### src/rtl/weight_rom_sequencer.sv
// weight_rom_sequencer: streams a ROM kernel NUM_PASSES times into an ap_fifo through a 2-entry skid buffer
module weight_rom_sequencer #(
  parameter int MEM_SIZE = 288,
  parameter int DATA_WIDTH = 16,
  parameter int NUM_PASSES = 1,
  localparam int ADDR_W = (MEM_SIZE > 1) ? $clog2(MEM_SIZE) : 1
) (
  input  logic                  ap_clk,
  input  logic                  ap_rst,
  input  logic                  ap_start,
  output logic                  ap_done,
  output logic                  ap_idle,
  output logic [ADDR_W-1:0]     weight_V_address0,
  output logic                  weight_V_ce0,
  input  logic [DATA_WIDTH-1:0] weight_V_q0,
  output logic [DATA_WIDTH-1:0] output_V_din,
  input  logic                  output_V_full_n,
  output logic                  output_V_write
);
  localparam int PASS_W = (NUM_PASSES > 1) ? $clog2(NUM_PASSES) : 1;
  typedef enum logic [1:0] {IDLE, RUN, DRAIN, DONE} state_t;
  state_t state_q, state_d;
  logic [ADDR_W-1:0] addr_q, addr_d;
  logic [PASS_W-1:0] pass_q, pass_d;
  logic [DATA_WIDTH-1:0] head_q, head_d, tail_q, tail_d;
  logic [1:0] cnt_q, cnt_d, occ, occ_left, slot;
  logic infl_q, pop, issue, last_addr, last_pass;
  assign occ = cnt_q + {1'b0, infl_q};
  assign pop = (cnt_q != 2'd0) & output_V_full_n;
  assign occ_left = occ - {1'b0, pop};
  assign issue = (state_q == RUN) & (occ_left < 2'd2);
  assign last_addr = addr_q == ADDR_W'(MEM_SIZE - 1);
  assign last_pass = pass_q == PASS_W'(NUM_PASSES - 1);
  // the in-flight word lands in the first free slot after this cycle's pop
  assign slot = cnt_q - {1'b0, pop};
  assign cnt_d = slot + {1'b0, infl_q};
  assign head_d = (infl_q && slot == 2'd0) ? weight_V_q0 : (pop ? tail_q : head_q);
  assign tail_d = (infl_q && slot == 2'd1) ? weight_V_q0 : tail_q;
  always_comb begin
    state_d = state_q;
    addr_d = addr_q;
    pass_d = pass_q;
    if (issue) begin
      addr_d = last_addr ? '0 : addr_q + 1'b1;
      pass_d = !last_addr ? pass_q : (last_pass ? '0 : pass_q + 1'b1);
    end
    case (state_q)
      IDLE:    state_d = ap_start ? RUN : IDLE;
      RUN:     state_d = (issue && last_addr && last_pass) ? DRAIN : RUN;
      DRAIN:   state_d = (occ_left == 2'd0) ? DONE : DRAIN;
      default: state_d = IDLE;
    endcase
  end
  always_ff @(posedge ap_clk) begin
    if (ap_rst) begin
      state_q <= IDLE;
      addr_q <= '0;
      pass_q <= '0;
      cnt_q <= '0;
      infl_q <= 1'b0;
      head_q <= '0;
      tail_q <= '0;
    end else begin
      state_q <= state_d;
      addr_q <= addr_d;
      pass_q <= pass_d;
      cnt_q <= cnt_d;
      infl_q <= issue;
      head_q <= head_d;
      tail_q <= tail_d;
    end
  end
  assign ap_idle = state_q == IDLE;
  assign ap_done = state_q == DONE;
  assign weight_V_address0 = addr_q;
  assign weight_V_ce0 = issue;
  assign output_V_din = head_q;
  assign output_V_write = pop;
endmodule
### config.mk
export PLATFORM = sky130hd
export DESIGN_NAME = weight_rom_sequencer
export DESIGN_NICKNAME = d
export VERILOG_FILES = /design/src/rtl/weight_rom_sequencer.sv
export SDC_FILE = /design/constraint.sdc
export NUM_CORES = 1
export LEC_CHECK = 0
export ABC_AREA = 0
export BUFFER_PORTS_ARGS = -buffer_cell sky130_fd_sc_hd__buf_4
export CAP_MARGIN = 15
export CORE_ASPECT_RATIO = 0.8
export CORE_MARGIN = 2
export CORE_UTILIZATION = 45
export DETAILED_ROUTE_END_ITERATION = 10
export PLACE_DENSITY = 0.64
export SYNTH_ARGS = -nofsm -noshare
export SYNTH_HDL_FRONTEND = slang
export SYNTH_SLANG_ARGS = --single-unit
### constraint.sdc
create_clock -name ap_clk -period 5.5 [get_ports ap_clk]
set_input_delay 0.55 -clock ap_clk [delete_from_list [all_inputs] [get_ports ap_clk]]
set_output_delay 0.55 -clock ap_clk [all_outputs]
set_load 0.05 [all_outputs]
Word level (Yosys, flattened, before mapping)
Index checks and enable logic that the tools add are counted.
{"block": "word_totals", "register_bits": 47, "output_inout_bits": 29, "in_bits": 20, "word_cells": 40}
{"block": "classes", "eq_ne": 5, "addsub": 6, "muxes": 8, "bitwise": 3, "n_lt_le_gt_ge": 1, "reduce_logical": 10}
{"op": "16-bit two-way mux", "n": 2}
{"op": "9-bit by 1-bit adder with 9-bit output (second input constant)", "n": 1}
{"op": "9-bit == test (second input constant)", "n": 1}
{"op": "9-bit two-way mux", "n": 1}
{"op": "2-bit logical NOT", "n": 3}
{"op": "2-bit one-hot mux with 3 select lines", "n": 1}
{"op": "2-bit by 1-bit adder with 2-bit output", "n": 2}
{"op": "2-bit by 1-bit == test with 1-bit output (second input constant)", "n": 2}
{"op": "2-bit == test (second input constant)", "n": 2}
{"op": "1-bit logical AND", "n": 4}
{"op": "2-bit nonzero test", "n": 2}
{"op": "2-bit by 1-bit subtractor with 2-bit output", "n": 2}
{"op": "1-bit two-way mux", "n": 3}
{"op": "1-bit bitwise AND", "n": 2}
{"op": "2-bit < comparator (second input constant)", "n": 1}
{"op": "2-bit two-way mux", "n": 1}
{"op": "2-bit AND reduction", "n": 1}
{"op": "1-bit adder (second input constant)", "n": 1}
{"op": "1-bit NOT", "n": 1}

Longest topological paths before layout
Gate-level depths: netlist of run 1.
{"block": "logic_depth", "ltp_word": 9, "mapped_depth": 11, "ltp_nobuf": 9}

Least setup slack after synthesis of run 1
No wires, ideal clock.
{"block": "synth_timing", "kind": "input port to output port", "from": "input output_V_full_n", "to": "output weight_V_ce0", "arrival_time_ps": 3044, "cell_stages": 10, "path_buffers": 2, "setup_slack_ps": 1906, "cell_sequence": "o21ai_2 clkinv_1 clkbuf_1 ha_1 inv_1 ha_1 xor3_1 or3b_1 buf_2 inv_1"}
{"block": "synth_between", "elab_chain_len": 4}
{"item": "start: declaration", "line_no": "17", "source": "input logic output_V_full_n,"}
{"item": "1-bit bitwise AND", "line_no": "29", "source": "assign pop = (cnt_q != 2'd0) & output_V_full_n;"}
{"item": "net output_V_write", "line_no": "18", "source": "output logic output_V_write"}
{"item": "2-bit by 1-bit subtractor with 2-bit output", "line_no": "30", "source": "assign occ_left = occ - {1'b0, pop};"}
{"item": "2-bit < comparator", "line_no": "31", "source": "assign issue = (state_q == RUN) & (occ_left < 2'd2);"}
{"item": "1-bit bitwise AND", "line_no": "31"}
{"item": "end: declaration", "line_no": "14", "source": "output logic weight_V_ce0,"}
The timed path passes the listed nets, and every way through them passes these cells.

Worst setup path in the final report of run 1
{"block": "layout_timing", "from": "register cnt_q[0]", "to": "output weight_V_ce0"}
{"block": "layout_between", "elab_chain_len": 5, "word_cells_on_any_way": 6, "classes_between": "add/sub: 2; order compare: 1; bitwise: 2; reduce/logical: 1"}
{"item": "start: declaration", "line_no": "26", "source": "logic [1:0] cnt_q, cnt_d, occ, occ_left, slot;"}
{"item": "start signal: assignment", "line_no": "67", "source": "cnt_q <= cnt_d;"}
{"item": "branches (longest 2 deep; another with 2-bit by 1-bit adder with 2-bit output)"}
{"item": "2-bit by 1-bit subtractor with 2-bit output *", "line_no": "30"}
{"item": "2-bit < comparator *", "line_no": "31"}
{"item": "1-bit bitwise AND *", "line_no": "31"}
Every way passes the cells marked *.

==> impl_summary.md, run 1 <==
Status
The run finished with clean final reports.

Global route
The first global-routing pass estimated 6960 um of wire. Global routing consumed, over all layers together, 17.1% of the routing resources. The sum of overflow across all layers after global routing is 0. Entering global routing, the biggest net connects 44 pins.

The number of global-route vias before repair is 1450. The number of antenna violations at the first check in global routing came to 0.

CTS
The clock edge transition at the registers on the reported setup and hold paths is 0.08 ns. CTS placed an instance of sky130_fd_sc_hd__clkbuf_8 at the clock tree root. Counting along the longest clock path gives a buffer depth of 2. In this run, post-CTS hold repair placed 0 buffers.

CTS built an H-tree with a depth of 2. Clock tree synthesis found a total of 46 sinks. The TritonCTS clock tree is built.

The number of gates resized after CTS was 0. The clock buffer count from CTS is 5. Once the clock tree was built, the setup fixing pass inserted 0 buffers. For the worst-skew pair, the clock arrives at the later sink with an insertion delay of 0.29 ns.

Route
After detailed routing, the total wire length is 4170 um. After detailed routing, the average wire length per cell comes to 12.9 um. The first-pass iteration count of the detailed router is 4. After detailed routing, the number of vias per cell comes to 5.01. After detailed routing, the number of remaining DRC violations is 0. The number of design-rule violations left by the first detailed-router iteration is 76.

The number of vias after detailed routing is 1617. The detail route stage leaves a number of antenna-violating nets equal to 0.

Setup path
Traced cell by cell, the critical path runs through o21ai_2 -> clkinv_1 -> ha_1 -> inv_1 -> ha_1 -> xor3_1 -> or3b_1 -> inv_1 -> buf_4. Data arrives at the worst endpoint at 3.93 ns. The type of the worst setup path is register to output pin. The worst reg-to-reg setup slack is 1.78 ns. The number of buffers and inverters on the critical path is 4.

The gate family responsible for the most delay along the worst path is buffers and inverters. The slowest stage of the critical path is the sky130_fd_sc_hd__clkinv_1 cell. For this run, the slowest stage of the critical path takes 0.73 ns. The biggest fanout along the worst timing path is 19. The endpoint kind of the worst setup timing path is an output pin. The required time of the critical path is 4.95 ns. STA classifies the critical path startpoint as a register.

Layout
Cells with a size suffix above 1 make up 35.0% of the layout. At the end of the flow, the number of nets in the layout was 287. Relative to the synthesized area, the layout overhead comes to 20.2%. The post-route cell area is 2600 um2. The antenna diode count is 0.

Fill cells in the final layout number 437.

Floorplanning
The die is 66.0 um tall. The die footprint is 5380 um2. The x dimension of the die is 81.5 um.

Row generation in the floorplan step produced 22 rows. In this run the count of I/O pins placed on the die edge is 49. The core region is 4600 um2. The initial standard-cell utilization of the core is 47.1%.

Synthesis
The fraction of registers with async set/reset is 0%. For this run, the number of Yosys warnings is 0. The most used flip-flop cell after synthesis is sky130_fd_sc_hd__dfxtp_1. The count of unique library cells instantiated by Yosys is 39. In this run, synthesis inferred 0 flip-flops with an integrated enable. The post-synthesis instance total is 221. Counting flops and latches in the post-synthesis netlist gives 46. The post-synthesis cell area is 2160 um2.

The share of synthesized area occupied by flip-flops and latches is 42.6%. The mean post-synth cell area is 9.79 um2. The net count after synthesis is 246.

Power
Summed over all cells, the static leakage comes to 0.981 nW. The worst IR drop on VDD is 0.281 mV. In this run the power density over the cells is 415 nW/um2.

Place
The post-placement cell area is 2490 um2. The last weighted congestion value of the routability-driven placer is 0.842. The count of buffers inserted at the top-level ports is 48. The detailed placer's ending HPWL is 2840 um.

Timing
The worst slew margin relative to its limit is 30.7%. The achievable frequency is 0.223 GHz. The final hold violation count is 0.

Setup violations remaining at the end of the flow were counted as 0. The clock period minus worst slack is 4.48 ns. The post-route clock skew is 0.00556 ns. The sum of negative setup slack is 0 ns.

The worst path uses 81.4% of the clock period. The final number of max-transition violations is 0. Setup repair after global routing left no endpoint under its margin. At the pin with the least slew margin, the transition time is 1.04 ns.

Hold path
The worst hold path belongs to the class register to register.

Job
The max capacitance violation total is 0.
## state kept, by name, summed over array words and instances, names as in the netlist
register           flops
output_V_din          16
tail_q                16
infl_q                 1
state_q                2
cnt_q                  2
weight_V_address0      9
## cell usage after synthesis, drive strengths merged (2+ instances only)
cell type,count,area [um2]
or3,2,12.5
ha,5,62.6
nand2,34,128
a21oi,2,10.0
buf,8,86.3
nor4,3,46.3
dfxtp,46,921
clkbuf,6,22.5
o21ai,2,13.8
mux2i,17,170
nor3,5,36.3
xnor2,7,61.3
nor2,44,203
inv,8,30.0
xor2,2,17.5
a311oi,16,228
## kinds of logic after synthesis
family | count (synthesis) | share of synthesized area [%]
xor+xnor | 10 | 4.74
buf+inv | 23 | 6.59
simple gates | 99 | 23.3
mux | 17 | 7.87
compound gates | 21 | 12.0
flops | 46 | 42.6
fa+ha+maj | 5 | 2.89
## worst min-delay path: stages (launching register included)
cell and delay (ns):
sky130_fd_sc_hd__dfxtp_1 0.31, sky130_fd_sc_hd__nand2_1 0.05, sky130_fd_sc_hd__a311oi_1 0.08
## per-layer routing
layer / track usage [%] / wire length (um)
met5: 0 / 0
met4: 6.36 / 48
met3: 3.83 / 191
met2: 24.6 / 1700
met1: 24.7 / 2230
## cells in the final DEF (no fill, tap or decap), drive strengths merged, types with 2 or more instances in the layout
cell / instances
inv: 8
dfxtp: 46
o21ai: 2
clkbuf: 8
a21oi: 2
xnor2: 7
a311oi: 16
nor3: 5
buf: 48
nor4: 3
nand2: 34
or3: 2
mux2i: 17
nor2: 44
ha: 5
xor2: 2
## power breakdown
part           internal [mW]  total, mW  switching (mW)
clock network          0.127      0.235           0.108
logic                  0.141      0.435           0.294
registers              0.378      0.408          0.0300
## metrics by stage
step / total power, mW / setup WS (ns) / hold slack (ns) / std cells / utilization, %
2_1_floorplan: 0.777 / 1.91 / 0.458 / 221 / -
3_3_place_gp: 0.850 / 1.38 / 0.469 / 315 / 54.2
3_5_place_dp: 0.855 / 1.30 / 0.477 / 315 / 54.2
4_1_cts: 1.09 / 0.951 / 0.489 / 323 / 56.6
5_1_grt: 1.15 / 0.638 / 0.514 / 323 / 56.6
6_report: 1.08 / 1.02 / 0.486 / 323 / 56.6
## final cells by class
type                    instances  area, um2  area share, %
inverters                       9       33.8           1.30
repair buffers                 48        360           13.9
multi-input cells             152       1100           42.3
clock buffers                   8        110           4.23
flip-flops and latches         46        921           35.4
well taps                      60       75.1           2.89
## worst paths after layout
| path | startpoint | endpoint | depth (start not counted) |
|---|---|---|---|
| worst min-delay path | tail_q[1]$_SDFFE_PP0P_ | output_V_din[1]$_SDFFE_PP0P_ | 2 |
| worst max register to register | cnt_q[0]$_SDFF_PP0_ | output_V_din[2]$_SDFFE_PP0P_ | 7 |
| worst max-delay path | cnt_q[0]$_SDFF_PP0_ | weight_V_ce0 | 9 |
| worst min register to register | tail_q[1]$_SDFFE_PP0P_ | output_V_din[1]$_SDFFE_PP0P_ | 2 |
(Power assumes the default switching activity.)
==> run 2: changes to the inputs <==
--- a/config.mk
+++ b/config.mk
@@ -12,7 +12,7 @@
 export CORE_MARGIN = 2
 export CORE_UTILIZATION = 45
 export DETAILED_ROUTE_END_ITERATION = 10
-export PLACE_DENSITY = 0.64
+export PLACE_DENSITY = 0.67
 export SYNTH_ARGS = -nofsm -noshare
 export SYNTH_HDL_FRONTEND = slang
 export SYNTH_SLANG_ARGS = --single-unit
==> constraint.sdc (replaced) <==
create_clock -name ap_clk -period 4 [get_ports ap_clk]
set_input_delay 0.4 -clock ap_clk [delete_from_list [all_inputs] [get_ports ap_clk]]
set_output_delay 0.4 -clock ap_clk [all_outputs]
set_load 0.05 [all_outputs]
==> run 2 against run 1 <==
Worst setup slack worse by 0.61 ns. Sequential power is 37% higher. Combinational power grew 38%. Clock power increased by 41%. Global-route usage is 0.73 points lower. Routed wire length down 1.2%. Critical path depth did not move. Clock skew up 0.0010 ns. Register-to-register slack worse by 0.96 ns. Largest cell class unchanged. Largest power group unchanged.
==> impl_summary.md, run 2 (synthesized netlist as in run 1, its figures left out) <==
Route
The number of design-rule violations left by the first detailed-router iteration is 93. The remaining antenna violation count after routing is 0. Dividing the detail-routed wire length by the instance count gives 12.7 um. The number of vias per cell after detailed routing is 4.96. The wire length after detailed routing is 4120 um. The detailed router placed 1611 vias in this run. The first-pass iteration count of the detailed router is 4. The number of remaining DRC errors is 0.

Power
Dividing total power by cell area gives a power density of 571 nW/um2. Cell internal power was estimated by the tool at 0.906 mW. Net switching is 39.3% of the power. Sequential cells burn 37.5% of the power. Per report_power, the combinational group accounts for 40.3% of the total. Of the total power, the clock network draws 22.3%. The worst IR drop on VDD is 0.312 mV. Overall power consumption after layout is estimated at 1.49 mW. The leakage power total is 0.986 nW.

The power spent charging and discharging nets is 0.587 mW.

CTS
TritonCTS built the clock tree. The clock sink count is 46. The tree is rooted in a sky130_fd_sc_hd__clkbuf_8. In this run the number of H-tree levels came out at 2. The total of cells resized after clock tree synthesis is 0. In this run the deepest clock path goes through 2 buffers.

In this run, CTS created clock tree buffers numbering 5. The clock latency reported for the late side of the worst-skew pair is 0.29 ns. The number of buffers inserted to repair setup after CTS is 0. Clock-pin slew was measured on the worst setup and hold paths at 0.08 ns. Buffers inserted to repair hold after CTS numbered 0.

Timing
At the pin with the least slew margin, the transition time is 0.835 ns. The clock period could shrink to 3.59 ns. The final number of max-transition violations is 0.

The final worst hold slack is 0.360 ns. Setup slack closes at 0.413 ns. In the final timing run, aggregate negative setup slack is 0 ns. Derived from the worst setup path, the maximum achievable clock frequency is 0.279 GHz. The final hold violation count is 0. Setup violations remaining at the end of the flow were counted as 0. The worst pin sits at a relative slew slack of 44.3%. Setup repair after global routing left no endpoint under its margin. On the final layout, the worst clock skew is 0.00657 ns. The fraction of the cycle the final worst path needs is 89.7%.

Setup path
The critical path goes through o21ai_2 -> clkinv_1 -> ha_1 -> inv_1 -> ha_1 -> xor3_1 -> or3b_1 -> inv_1 -> buf_4. The number of cells traversed by the worst register-to-register path is 8. For the worst setup path, the data arrival time is 3.19 ns. The type of the worst setup path is register to output pin. STA classifies the critical path startpoint as a register. For flop-to-flop paths, the worst setup slack is 0.82 ns. The endpoint kind of the worst setup timing path is an output pin. The largest individual stage delay along the critical path comes from the cell sky130_fd_sc_hd__o21ai_2.

Grouping stages by cell kind, the critical path spends the most delay in compound AO/OA/AOI/OAI gates. The largest single stage delay on the critical path is 0.61 ns. Along the worst path, the maximum fanout reaches 17. The number of buffer and inverter instances along the worst setup path is 4. The required time of the critical path is 3.60 ns. The startpoint identified for the worst register-to-register timing path is cnt_q[1]$_SDFF_PP0_. The worst register-to-register path ends at output_V_din[1]$_SDFFE_PP0P_.

Global route
The maximum number of pins on one net before global-route repair is 44. Global routing used 16.3% of the available tracks across all layers. The number of global-route vias before repair is 1471. For this run the aggregate overflow at the end of global routing stands at 0. The number of antenna violations at the first check in global routing came to 0.

The first global-routing pass estimated 6820 um of wire.

Layout
Measured on the finished design, the core utilization comes to 56.8%. The antenna diode count is 0. Of the cells placed in the final design, the portion with a size suffix greater than 1 is 34.7%. The number of nets in the final layout is 289. The leading cell type in the layout, fill and taps excluded is sky130_fd_sc_hd__buf_4.

Compared with the post-synthesis result, the final layout area differs by 20.8%. The library cells used most frequently in the layout, excluding fill and tap cells, are sky130_fd_sc_hd__buf_4, sky130_fd_sc_hd__dfxtp_1, sky130_fd_sc_hd__nand2_1, sky130_fd_sc_hd__nor2_1, sky130_fd_sc_hd__mux2i_1.

Status
The flow ran to the end, and the final reports show no timing, DRC or antenna violations.

Hold path
The end point of the worst hold path is tail_q[13]$_SDFFE_PP0P_. The worst hold path was traced through 3 stages. The startpoint of the worst hold path is weight_V_q0[13].

The worst hold-check path type is input pin to register.

Floorplanning
The x dimension of the die is 81.5 um. The height of the die is 66.0 um. The die footprint is 5380 um2. The initialized floorplan defines 22 standard-cell rows. The core area is 4600 um2. The number of placed I/O pins is 49.

The initial standard-cell utilization of the core is 47.1%.

Place
The post-place setup slack is 0.682 ns. Routability-driven placement finished with a final weighted congestion of 0.796. The detailed placer's ending HPWL is 2860 um. The count of buffers inserted at the top-level ports is 48.

Job
The max capacitance violation total is 0.
==> run 2: changes by cell type in the layout (fill, tap and decap cells not counted), sizes merged <==
| cell | change |
|---|---|
| clkbuf | -1 |
| buf | +2 |
| bufinv | +1 |
==> run 2: final cells by class <==
| cell class | instances | area [um2] |
|---|---|---|
| inverter | 9 | 33.8 |
| clock inverter | 1 | 30.0 |
| sequential | 46 | 921 |
| timing repair buffer | 50 | 375 |
| multi-input combinational | 152 | 1100 |
| tap | 60 | 75.1 |
| clock buffer | 7 | 76.3 |
| fill | 429 | 1980 |
==> run 2: routing by layer <==
layer / track usage [%] / up-vias / part of all wire (%)
met5: 0 / - / 0
met4: 3.81 / 0 / 0.44
met3: 4.23 / 2 / 5.1
met2: 24.1 / 34 / 42
met1: 23.7 / 743 / 52
li1: - / 832 / -
==> run 2: how the worst max path moves through the flow <==
| stage | startpoint | end | cells after the start |
|---|---|---|---|
| finish | cnt_q[1]$_SDFF_PP0_ | weight_V_ce0 | 9 |
| global route | cnt_q[1]$_SDFF_PP0_ | weight_V_ce0 | 9 |
| CTS | cnt_q[1]$_SDFF_PP0_ | weight_V_ce0 | 9 |
| detailed placement | cnt_q[1]$_SDFF_PP0_ | weight_V_ce0 | 9 |
| global placement | cnt_q[1]$_SDFF_PP0_ | weight_V_ce0 | 9 |
| floorplan | cnt_q[1]$_SDFF_PP0_ | weight_V_ce0 | 10 |
==> run 2: power groups by stage <==
stage | sequential [mW] | combinational (mW) | clock [mW]
after detailed placement | 0.571 | 0.606 | 0
after CTS | 0.561 | 0.608 | 0.340
final | 0.559 | 0.601 | 0.332
after global routing | 0.569 | 0.649 | 0.365
after global placement | 0.572 | 0.597 | 0
after floorplan | 0.706 | 0.363 | 0
==> run 2: through the flow <==
step | cells | cell area, um2
3_3_place_gp | 317 | 2510
5_1_grt | 325 | 2610
6_report | 325 | 2610
2_1_floorplan | 221 | 2160
3_5_place_dp | 317 | 2510
4_1_cts | 325 | 2610
==> run 2: worst min-delay path, stage by stage <==
cell and delay [ns]:
sky130_fd_sc_hd__buf_4 0.09, sky130_fd_sc_hd__mux2i_1 0.06, sky130_fd_sc_hd__nor2_1 0.07
